**src/rtl/arb8_rr_pkg.sv**
```systemverilog
// Shared definitions for the eight-way round-robin arbiter: state encoding,
// requester geometry and a one-hot to binary index helper.
package arb8_rr_pkg;

  localparam int NREQ = 8;
  localparam int IDXW = 3;

  typedef enum logic {
    ARB_IDLE  = 1'b0,
    ARB_GRANT = 1'b1
  } arb_state_t;

  // OR-accumulate positions; valid because the input is one-hot or zero.
  function automatic logic [IDXW-1:0] onehot_to_idx(input logic [NREQ-1:0] oh);
    logic [IDXW-1:0] idx;
    idx = 3'd0;
    for (int i = 0; i < NREQ; i++) begin
      idx = idx | (oh[i] ? IDXW'(i) : 3'd0);
    end
    return idx;
  endfunction

endpackage

```
**src/rtl/arb8_rr_pick8.sv**
```systemverilog
// rr_pick8: combinational round-robin picker. Returns the first set mask bit
// at or after `start`, wrapping modulo 8, as a one-hot vector.
module rr_pick8
  import arb8_rr_pkg::*;
(
  input  logic [NREQ-1:0] mask,
  input  logic [IDXW-1:0] start,
  output logic [NREQ-1:0] winner,
  output logic            valid
);

  logic [2*NREQ-1:0] dbl_s;
  logic [NREQ-1:0]   rot_s;
  logic [NREQ-1:0]   rot_pick_s;
  logic [2*NREQ-1:0] back_s;

  // Rotate so `start` sits at bit 0, isolate the lowest set bit, rotate back.
  assign dbl_s      = {mask, mask} >> start;
  assign rot_s      = dbl_s[NREQ-1:0];
  assign rot_pick_s = rot_s & (~rot_s + 8'd1);
  assign back_s     = {rot_pick_s, rot_pick_s} << start;
  assign winner     = back_s[2*NREQ-1:NREQ];
  assign valid      = |mask;

endmodule

```
**src/rtl/arb8_rr.sv**
```systemverilog
// arb8_rr: eight-way round-robin arbiter with registered one-hot grant.
// Optional forced rotation after MAX_HOLD cycles: define ARB8_HOLD_TIMEOUT_EN.
module arb8_rr
  import arb8_rr_pkg::*;
#(
  parameter int MAX_HOLD = 16
) (
  input  logic            clk,
  input  logic            reset,
  input  logic [NREQ-1:0] req,
  output logic [NREQ-1:0] gnt,
  output logic [IDXW-1:0] gnt_idx,
  output logic            busy,
  output logic            any_req
);

  arb_state_t      state_r, state_s;
  logic [IDXW-1:0] last_r, last_s;
  logic [NREQ-1:0] gnt_r, gnt_s;
  logic [IDXW-1:0] gnt_idx_r, gnt_idx_s;
  logic            busy_r, busy_s;
  logic            new_grant_s;
  logic            holder_req_s;
  logic            timeout_s;
  logic [NREQ-1:0] pick_mask_s, pick_win_s;
  logic            pick_valid_s;

  assign any_req      = |req;
  assign holder_req_s = |(req & gnt_r);
  // The holder is masked out so a release or timeout hands off to someone else.
  assign pick_mask_s  = (state_r == ARB_GRANT) ? (req & ~gnt_r) : req;

  rr_pick8 u_pick (
    .mask   (pick_mask_s),
    .start  (last_r + 3'd1),
    .winner (pick_win_s),
    .valid  (pick_valid_s)
  );

`ifdef ARB8_HOLD_TIMEOUT_EN
  localparam logic [7:0] HOLD_LAST = 8'(MAX_HOLD - 1);
  logic [7:0] hold_cnt_r;

  assign timeout_s = (state_r == ARB_GRANT) && (hold_cnt_r == HOLD_LAST) && pick_valid_s;

  // Hold counter: restarts per grant, saturates at the limit.
  always_ff @(posedge clk) begin
    if (reset) begin
      hold_cnt_r <= 8'd0;
    end else if (new_grant_s || (state_s == ARB_IDLE)) begin
      hold_cnt_r <= 8'd0;
    end else if (hold_cnt_r != HOLD_LAST) begin
      hold_cnt_r <= hold_cnt_r + 8'd1;
    end else begin
      hold_cnt_r <= hold_cnt_r;
    end
  end
`else
  assign timeout_s = 1'b0;
`endif

  // Next-state and next-grant selection.
  always_comb begin
    state_s     = state_r;
    last_s      = last_r;
    gnt_s       = gnt_r;
    gnt_idx_s   = gnt_idx_r;
    busy_s      = busy_r;
    new_grant_s = 1'b0;
    case (state_r)
      ARB_IDLE: begin
        if (pick_valid_s) begin
          state_s     = ARB_GRANT;
          gnt_s       = pick_win_s;
          gnt_idx_s   = onehot_to_idx(pick_win_s);
          last_s      = onehot_to_idx(pick_win_s);
          busy_s      = 1'b1;
          new_grant_s = 1'b1;
        end else begin
          state_s   = ARB_IDLE;
          gnt_s     = 8'd0;
          gnt_idx_s = 3'd0;
          busy_s    = 1'b0;
        end
      end
      ARB_GRANT: begin
        if (holder_req_s && !timeout_s) begin
          state_s = ARB_GRANT;
        end else if (pick_valid_s) begin
          gnt_s       = pick_win_s;
          gnt_idx_s   = onehot_to_idx(pick_win_s);
          last_s      = onehot_to_idx(pick_win_s);
          busy_s      = 1'b1;
          new_grant_s = 1'b1;
        end else if (!holder_req_s) begin
          state_s   = ARB_IDLE;
          gnt_s     = 8'd0;
          gnt_idx_s = 3'd0;
          busy_s    = 1'b0;
        end else begin
          state_s = ARB_GRANT;
        end
      end
      default: begin
        state_s   = ARB_IDLE;
        gnt_s     = 8'd0;
        gnt_idx_s = 3'd0;
        busy_s    = 1'b0;
      end
    endcase
  end

  // State, pointer and grant registers.
  always_ff @(posedge clk) begin
    if (reset) begin
      state_r   <= ARB_IDLE;
      last_r    <= 3'd7;
      gnt_r     <= 8'd0;
      gnt_idx_r <= 3'd0;
      busy_r    <= 1'b0;
    end else begin
      state_r   <= state_s;
      last_r    <= last_s;
      gnt_r     <= gnt_s;
      gnt_idx_r <= gnt_idx_s;
      busy_r    <= busy_s;
    end
  end

  assign gnt     = gnt_r;
  assign gnt_idx = gnt_idx_r;
  assign busy    = busy_r;

endmodule

```
**config.mk**
```make
export PLATFORM = sky130hd
export DESIGN_NAME = arb8_rr
export DESIGN_NICKNAME = d
export VERILOG_FILES = /design/src/rtl/arb8_rr_pkg.sv /design/src/rtl/arb8_rr_pick8.sv /design/src/rtl/arb8_rr.sv
export SDC_FILE = /design/constraint.sdc
export NUM_CORES = 1
export LEC_CHECK = 0
export CAP_MARGIN = 15
export CORE_AREA = 4 4 88 90
export DETAILED_ROUTE_END_ITERATION = 12
export DIE_AREA = 0 0 92 94
export GPL_TIMING_DRIVEN = 1
export PLACE_DENSITY = 0.42
export SKIP_CTS_REPAIR_TIMING = 1
export SLEW_MARGIN = 5
export SYNTH_ARGS = -nofsm -noshare
export SYNTH_HDL_FRONTEND = slang
export SYNTH_HIERARCHICAL = 1
export SYNTH_SLANG_ARGS = --single-unit
```
**constraint.sdc**
```tcl
create_clock -name clk -period 4.2 [get_ports clk]
set_input_delay 1.26 -clock clk [delete_from_list [all_inputs] [get_ports clk]]
set_output_delay 1.26 -clock clk [all_outputs]
set_load 0.01 [all_outputs]
```
# Word-level counts from Yosys, hierarchy flattened
# Index checks and enable logic that the tools add are counted.
# W data, S select, Z words.
totals:
  ff_bits: 16
  in_bits: 10
  output_inout_bits: 13
op_classes:
  addsub: 2
  n_eq_ne: 1
  n_shift: 2
  muxes: 22
  bitwise: 12
  n_reduce_logical: 3
ops:
  columns: ["cell", "n"]
  rows:
  - ["$and A8 B8 Y8", 3]
  - ["$mux W3", 8]
  - ["$mux W8", 3]
  - ["$reduce_or A8 Y1", 3]
  - ["$not A8 Y8", 2]
  - ["$pmux W8 S2", 1]
  - ["$shl A16 B3 Y16", 1]
  - ["$shr A16 B3 Y8", 1]
  - ["$or A3 B3 Y3", 4]
  - ["$pmux W3 S2", 2]
  - ["$add A8 B1 Y8 const B", 1]
  - ["$mux W1", 4]
  - ["$mux W2", 2]
  - ["$pmux W1 S2", 2]
  - ["$add A3 B1 Y3 const B", 1]
  - ["$ne A2 B2 Y1 const B", 1]
  - ["$or A1 B2 Y2", 1]
  - ["$or A2 B2 Y2", 1]
  - ["$not A1 Y1", 1]

# Longest topological paths before layout
# Gate-level depths: netlist (run 1).
depth:
  ltp_word: 18
  ltp_mapped: 13

# Cells and area by module
# Netlist (run 1), hierarchy kept.
by_module_without_submodules:
  columns: ["module", "n_inst", "cells_each", "area_each_um2"]
  rows:
  - ["arb8_rr", 1, 99, 964.7]
  - ["rr_pick8", 1, 91, 726.9]

# Worst setup path before layout (run 1)
# Ideal clock, no wire load.
synth_path:
  path_type: "input to register"
  start: "input req[2]"
  end: "register last_r[2]"
  setup_time_ns: 0.131
  t_arrival_ns: 3.711
  path_slack_ns: 0.358
  path_stages: 10
  n_path_buf: 0
  cell_sequence: "a21boi_0 mux2i_1 or3_1 o21a_1 nand3_2 o32ai_2 mux2_2 or4_1 nor4_1 nor3_1"
synth_via:
  elab_chain_cells: 15
  word_cells_on_any_way: 22
  classes_between: "1 x add/sub; 1 x eq/ne; 2 x shift; 8 x mux; 8 x bitwise; 2 x reduce/logical"
synth_rtl:
  columns: ["item", "line_no", "source"]
  rows:
  - ["start, declared", "arb8_rr.sv:10", "input logic [NREQ-1:0] req,"]
  - ["$and A8 B8 Y8", "arb8_rr.sv:31", "assign pick_mask_s = (state_r == ARB_GRANT) ? (req & ~gnt_r) : req;"]
  - ["$mux W8 *", "arb8_rr.sv:31", null]
  - ["$shr A16 B3 Y8 *", "arb8_rr_pick8.sv:18", "assign dbl_s = {mask, mask} >> start;"]
  - ["$not A8 Y8", "arb8_rr_pick8.sv:20", "assign rot_pick_s = rot_s & (~rot_s + 8'd1);"]
  - ["$add A8 B1 Y8", "arb8_rr_pick8.sv:20", null]
  - ["$and A8 B8 Y8 *", "arb8_rr_pick8.sv:20", null]
  - ["$shl A16 B3 Y16 *", "arb8_rr_pick8.sv:21", "assign back_s = {rot_pick_s, rot_pick_s} << start;"]
  - ["named net pick_win_s[4]", "arb8_rr.sv:25", "logic [NREQ-1:0] pick_mask_s, pick_win_s;"]
  - ["$mux W3 *", "arb8_rr_pkg.sv:18", "idx = idx | (oh[i] ? IDXW'(i) : 3'd0);"]
  - ["$or A3 B3 Y3 * (4 in a row)", "arb8_rr_pkg.sv:18", null]
  - ["$mux W3 *", "arb8_rr.sv:72, arb8_rr.sv:89", null]
  - ["$mux W3", "arb8_rr.sv:87", "if (holder_req_s && !timeout_s) begin"]
  - ["$pmux W3 S2 *", "arb8_rr.sv:70", "case (state_r)"]
  - ["end signal, assigned", "arb8_rr.sv:123", "last_r <= last_s;"]
  - ["end, declared", "arb8_rr.sv:18", "logic [IDXW-1:0] last_r, last_s;"]
# Mark *: on every way through the listed nets, which the timed path passes. The rest lies on a longest branch. The select of a mux whose other input is x is not followed.
# A chain may end at the register's enable or synchronous reset.

# Worst setup path in the final report (run 1)
layout_path:
  start: "input req[6]"
  end: "register last_r[2]"
layout_via:
  word_cells_on_any_way: 22
  classes_between: "1 x add/sub; 1 x eq/ne; 2 x shift; 8 x mux; 8 x bitwise; 2 x reduce/logical"
layout_rtl:
  columns: ["item", "line_no"]
  rows:
  - ["$and A8 B8 Y8", "arb8_rr.sv:31"]
  - ["$mux W8 *", "arb8_rr.sv:31"]
  - ["named net pick_mask_s[6]", "arb8_rr.sv:25"]
  - ["$shr A16 B3 Y8 *", "arb8_rr_pick8.sv:18"]
  - ["$not A8 Y8", "arb8_rr_pick8.sv:20"]
  - ["$add A8 B1 Y8", "arb8_rr_pick8.sv:20"]
  - ["$and A8 B8 Y8 *", "arb8_rr_pick8.sv:20"]
  - ["$shl A16 B3 Y16 *", "arb8_rr_pick8.sv:21"]
  - ["named net pick_win_s[5]", "arb8_rr.sv:25"]
  - ["$mux W3 *", "arb8_rr_pkg.sv:18"]
  - ["$or A3 B3 Y3 * (3 in a row)", "arb8_rr_pkg.sv:18"]
  - ["$mux W3 *", "arb8_rr.sv:72, arb8_rr.sv:89"]
  - ["$mux W3", "arb8_rr.sv:87"]
  - ["$pmux W3 S2 *", "arb8_rr.sv:70"]
# Marked as above.

==> results of run 1 <==
==> logic make-up (layout without fill, tap and decap cells) <==
kind of cell | count (synthesis) | count (layout) | share of synthesized area (%)
and+or+nand+nor | 77 | 77 | 27.15
AOI/OAI and AO/OA | 40 | 40 | 22.63
muxes | 38 | 38 | 24.48
buffers and inverters | 17 | 75 | 5.547
DFF | 16 | 16 | 18.94
adders and majority gates | 1 | 1 | 0.7395
xor gates and xnor gates | 1 | 1 | 0.5178
==> registers in the layout (all words and copies together) (netlist names) <==
| name | flops |
|---|---|
| gnt | 8 |
| gnt_idx | 3 |
| last_r | 3 |
| busy | 1 |
| state_r | 1 |
==> worst max-delay path by stage <==
stage | startpoint | endpoint | slack (ns) | cells after the start
after global routing | req[4] | last_r[1]$_SDFFE_PP1P_ | 0.02 | 14
after CTS | req[1] | last_r[2]$_SDFFE_PP1P_ | -0.24 | 10
after floorplan | req[2] | last_r[2]$_SDFFE_PP1P_ | 0.36 | 10
after detailed placement | req[1] | last_r[2]$_SDFFE_PP1P_ | -0.51 | 10
after global placement | req[1] | last_r[2]$_SDFFE_PP1P_ | -0.47 | 10
final | req[6] | last_r[2]$_SDFFE_PP1P_ | 0.15 | 14
==> per-stage QoR <==
step                      hold slack [ns]  total power [mW]  setup WS [ns]  TNS (ns)
after detailed placement           0.4728             2.216        -0.5112    -2.701
after floorplan                    0.4959             1.589         0.3579         0
after global placement             0.4630             2.225        -0.4717    -2.447
final                              0.4785             2.411         0.1483         0
after global routing               0.5103             2.594        0.01607         0
after CTS                          0.4852             2.374        -0.2366   -0.9241
==> cell usage in the layout, fill, tap and decap left out, types with 3 or more instances in the layout <==
cell              n
clkbuf_8          4
a22oi_2           4
a2111oi_0         3
o32ai_1           3
mux2i_1          26
mux2_2            9
nor4_1            7
nand2b_1         13
nor3_1            4
buf_4            43
inv_1             6
o21ai_0           5
a21boi_0          5
clkdlybuf4s50_1  21
nand3b_1         10
nor2b_1           5
dfxtp_1          16
nand2_1          14
nor2_1            8
==> report_power, final <==
part           leakage (nW)  switching (mW)  internal, mW
combinational         0.757           0.999         0.969
sequential            0.132          0.0712         0.223
clock                0.0288          0.0645        0.0834
==> routing by layer <==
metal | global-route usage, % | vias to the layer above | wire length, um
met4 | 3.218 | 0 | 68
li1 | - | 838 | -
met1 | 19.09 | 816 | 2848
met2 | 21.23 | 38 | 2598
met5 | 0 | - | 0
met3 | 2.564 | 10 | 206
==> final cells by class <==
cell class	count	area [um^2]	share of cell area, %
timing repair buffer	65	545.5	22.96
multi-input combinational	157	1309	55.08
clock buffer	4	55.05	2.317
sequential	16	320.3	13.48
tap	99	123.9	5.213
inverter	6	22.52	0.9479
==> tightest hold or removal path, delay by kind of cell, from the launching register on <==
kind,cells,cell delay (ns)
AND/OR/NAND/NOR,1,0.06
multiplexers,1,0.06
flip-flops,1,0.31
==> out/qor.txt, run 1 <==
Worst min path class = reg -> reg
GRT Overall Usage = 13.54%
Num CTS Buffers = 3
Dpl cell area = 2295 um^2
Nets = 260
Synthesized area = 1692 um^2
P_leak = 0.9177 nW
Maximum operating frequency = 246.8 MHz
Synth cell count leaders = mux2i_1, dfxtp_1, nand2_1
Worst-case clock buffer depth = 2
Slew @ Worst Pin = 0.8977 ns
Max_cap viols = 0
Crit-path leading delay family = buffers and inverters
Syn Nets = 201
Final period util = 96.47%
Share of layout cells above drive strength 1 = 32.66%
Num ports = 23
Clock sink total = 16
Vias in the first global route = 1,753
Placeable Area = 7059 um^2
First-pass GRT wire length = 9315 um
Area grow syn2layout = 40.46%
Status = finished clean
Worst endpoint required time = 4.38 ns
Port bufs = 22
Remaining global-route overflow = 0
Final worst path period need = 4.052 ns
Worst-path clk slew = 0.08 ns
R2r endpoint = last_r[2]$_SDFFE_PP1P_
Hold Path Sink = gnt_idx[1]$_SDFFE_PP0P_
Non-filler cells, final = 347
Max Transition Viols Final = 0
H-tree lvl count = 1
Synth Instances = 190
Peak VDD IR = 0.0002560 V
Worst r2r src = last_r[0]$_SDFFE_PP1P_
Pre-Repair DR Iteration Count = 4
P per Cell Area = 1015 nW/um^2
Ys async rst share = 0%
Most common cell in the netlist = mux2i_1
First DRT Iteration DRCs = 103
Worst Path Buf+Inv = 4
Area leader, netlist = dfxtp_1
# setup viols final = 0
Number of synthesized flops with an enable pin = 0
Final RePlAce weighted congestion = 0.8533
Final Hold Fails = 0
Post-placement cell count = 343
WS Path Type = in -> reg
Via/cell ratio = 4.905
Crit path arrival time = 4.24 ns
Crit path largest cell delay = 0.42 ns
Crit-path cells = clkdlybuf4s50_1 -> a21boi_0 -> buf_4 -> buf_4 -> mux2_2 -> mux2_2 -> o32ai_4 -> nand3_2 -> buf_4 -> o32a_1 -> o22ai_2 -> or4_1 -> nor4_1 -> nor3_1
RSZ-0062 raised after global routing = no
Sequential fraction of the synthesis area = 18.93%
FF-to-FF path depth = 10
Util after Layout = 33.66%
CTS root buffer = clkbuf_8
Post-detailed-route count of antenna-violating nets = 0
Synth Flop Type = dfxtp_1
Post-synth top area share = 18.93%
Fillers = 751
Top cell by count, worst path = buf_4
Startpoint types = input port
Width of the die = 92 um
Distinct cells, synth = 47
Initial Utilization = 23.96%
FF+latch count, synth = 16
Slew HR = 40.10%
Worst setup EP type = flip-flop
Drc violations = 0
Diodes inserted = 0
Worst hold path depth = 2
Total number of vias = 1,702
Design area = 2376 um^2
Mapped Avg Cell Area = 8.903 um^2
Wire per inst = 16.49 um
Die area = 8648 um^2
Clock Skew = 0.007062 ns
Final wirelength = 5721 um
Worst Hold Launch = gnt_idx[1]$_SDFFE_PP0P_
Dominant cells by area after synthesis = dfxtp_1, mux2i_1, mux2_2, nand2b_1, nand3b_1
Chip height = 94 um
TritonCTS clock tree = done
Worst-Skew Late Latency = 0.26 ns
Slowest cell on crit path = clkdlybuf4s50_1
Site Rows = 31
Initial antenna violation count = 0
CP Max Fanout = 6
Largest net degree at the start of global routing = 20
Synthesis Warnings = 6
R2r setup slk = 0.60 ns
Post-DP HPWL = 4433 um
No activity file was read; power rests on OpenSTA's default activity.
==> inputs of run 2 (changes only) <==
- PLACE_DENSITY: 0.42 -> 0.51
==> run 2 against run 1 <==
Compared with the run above:
- first-iteration DRC count decreased by 52%
- global-route usage down 1.5 points
- design area decreased by 1.1%
- critical path type is now in -> out
- flip-flop and latch count unchanged
- critical path depth is 9 lower
- utilization fell by 0.37 points
==> out/qor.txt, run 2 (synthesis gave the netlist of run 1 again) <==
Width of the die = 92 um
Status = finished clean
Max_cap viols = 0
H-tree lvl count = 1
P per Cell Area = 990.0 nW/um^2
First-pass GRT wire length = 8376 um
Most frequent cells in the layout = buf_4, mux2i_1, clkdlybuf4s50_1, dfxtp_1, nand2_1
Via/cell ratio = 4.832
Largest net degree at the start of global routing = 29
CTS root buffer = clkbuf_8
Area grow syn2layout = 38.91%
Worst endpoint required time = 2.94 ns
Share of layout cells above drive strength 1 = 31.17%
Total number of vias = 1,672
Wire per inst = 15.03 um
Die area = 8648 um^2
Final Hold Fails = 0
Vias in the first global route = 1,628
Fillers = 765
Post-DP HPWL = 4147 um
Final RePlAce weighted congestion = 0.8761
Util after Layout = 33.29%
P_leak = 0.9009 nW
Pre-Repair DR Iteration Count = 4
Num CTS Buffers = 3
Clock Skew = 0.003450 ns
Largest register FFs = 8
Final wirelength = 5202 um
Initial Utilization = 23.96%
TritonCTS clock tree = done
Post-detailed-route count of antenna-violating nets = 0
Initial antenna violation count = 0
Crit path arrival time = 2.78 ns
Slew HR = 60.71%
First DRT Iteration DRCs = 49
Startpoint types = input port
Nets = 259
Worst min path class = reg -> reg
Num ports = 23
Chip height = 94 um
GRT Overall Usage = 12.02%
Most common cell after layout, fill and taps aside = buf_4
Worst-path clk slew = 0.06 ns
Peak VDD IR = 0.0004125 V
Port bufs = 22
Worst setup EP type = primary output
Final Power = 2.326 mW
Final hold slack = 0.4805 ns
Max Transition Viols Final = 0
Site Rows = 31
Worst-Skew Late Latency = 0.25 ns
Diodes inserted = 0
Worst-case clock buffer depth = 2
Final worst path period need = 4.038 ns
# setup viols final = 0
Maximum operating frequency = 247.7 MHz
RSZ-0062 raised after global routing = no
CP Max Fanout = 2
Final period util = 96.14%
Drc violations = 0
WS Path Type = in -> out
Slew @ Worst Pin = 0.5889 ns
Clock sink total = 16
Placeable Area = 7059 um^2
Remaining global-route overflow = 0
==> run 2: report_power, final <==
part | switching (mW) | leakage, nW | internal [mW]
Clock | 0.0536 | 0.0288 | 0.0832
Combinational | 0.949 | 0.740 | 0.939
Sequential | 0.0776 | 0.132 | 0.223
==> run 2: path summary, 6_finish.rpt <==
kind | slack [ns] | start | to | cells after the start
worst max-delay path | 0.16 | req[6] | any_req | 5
worst min-delay path | 0.48 | gnt_idx[1]$_SDFFE_PP0P_ | gnt_idx[1]$_SDFFE_PP0P_ | 2
worst max register to register | 0.84 | last_r[0]$_SDFFE_PP1P_ | last_r[2]$_SDFFE_PP1P_ | 12
worst min register to register | 0.48 | gnt_idx[1]$_SDFFE_PP0P_ | gnt_idx[1]$_SDFFE_PP0P_ | 2
==> run 2: area by class of cell <==
cell class                      count  area, um^2  area share, %
Timing Repair Buffer               64       535.5          22.79
Sequential cell                    16       320.3          13.63
Clock buffer                        4       55.05          2.343
Multi-Input combinational cell    157        1292          55.01
Inverter                            6       22.52         0.9585
Tap cell                           99       123.9          5.272
==> run 2: through the flow <==
stage / setup slack [ns] / TNS, ns / std cells / instance area [um^2]
floorplan: 0.3579 / 0 / 190 / 1692
global placement: -0.4401 / -2.231 / 342 / 2287
detailed placement: -0.4222 / -2.151 / 342 / 2287
CTS: -0.1882 / -0.6985 / 346 / 2342
global route: 0.03400 / 0 / 346 / 2350
finish: 0.1622 / 0 / 346 / 2350
==> run 2: per-layer routing <==
layer | vias up | part of all wire [%] | wire length [um] | global-route usage, %
li1 | 833 | - | - | -
met2 | 32 | 46 | 2407 | 19.40
met3 | 10 | 2.5 | 131 | 1.282
met5 | - | 0 | 0 | 0
met1 | 797 | 49 | 2565 | 16.85
met4 | 0 | 1.9 | 98 | 3.589
==> run 2: worst max-delay path: stages <==
cell,delay (ns)
clkdlybuf4s50_1,0.44
buf_4,0.16
nor4_1,0.33
nand2_1,0.10
clkdlybuf4s50_1,0.49
==> inputs of run 3 (changes only) <==
- CAP_MARGIN: 15 -> unset
- CTS_CLUSTER_DIAMETER: unset -> 60
- CTS_CLUSTER_SIZE: unset -> 28
==> results of run 3 <==
Same layout as run 2: the final DEF is identical, and so are final timing and power.
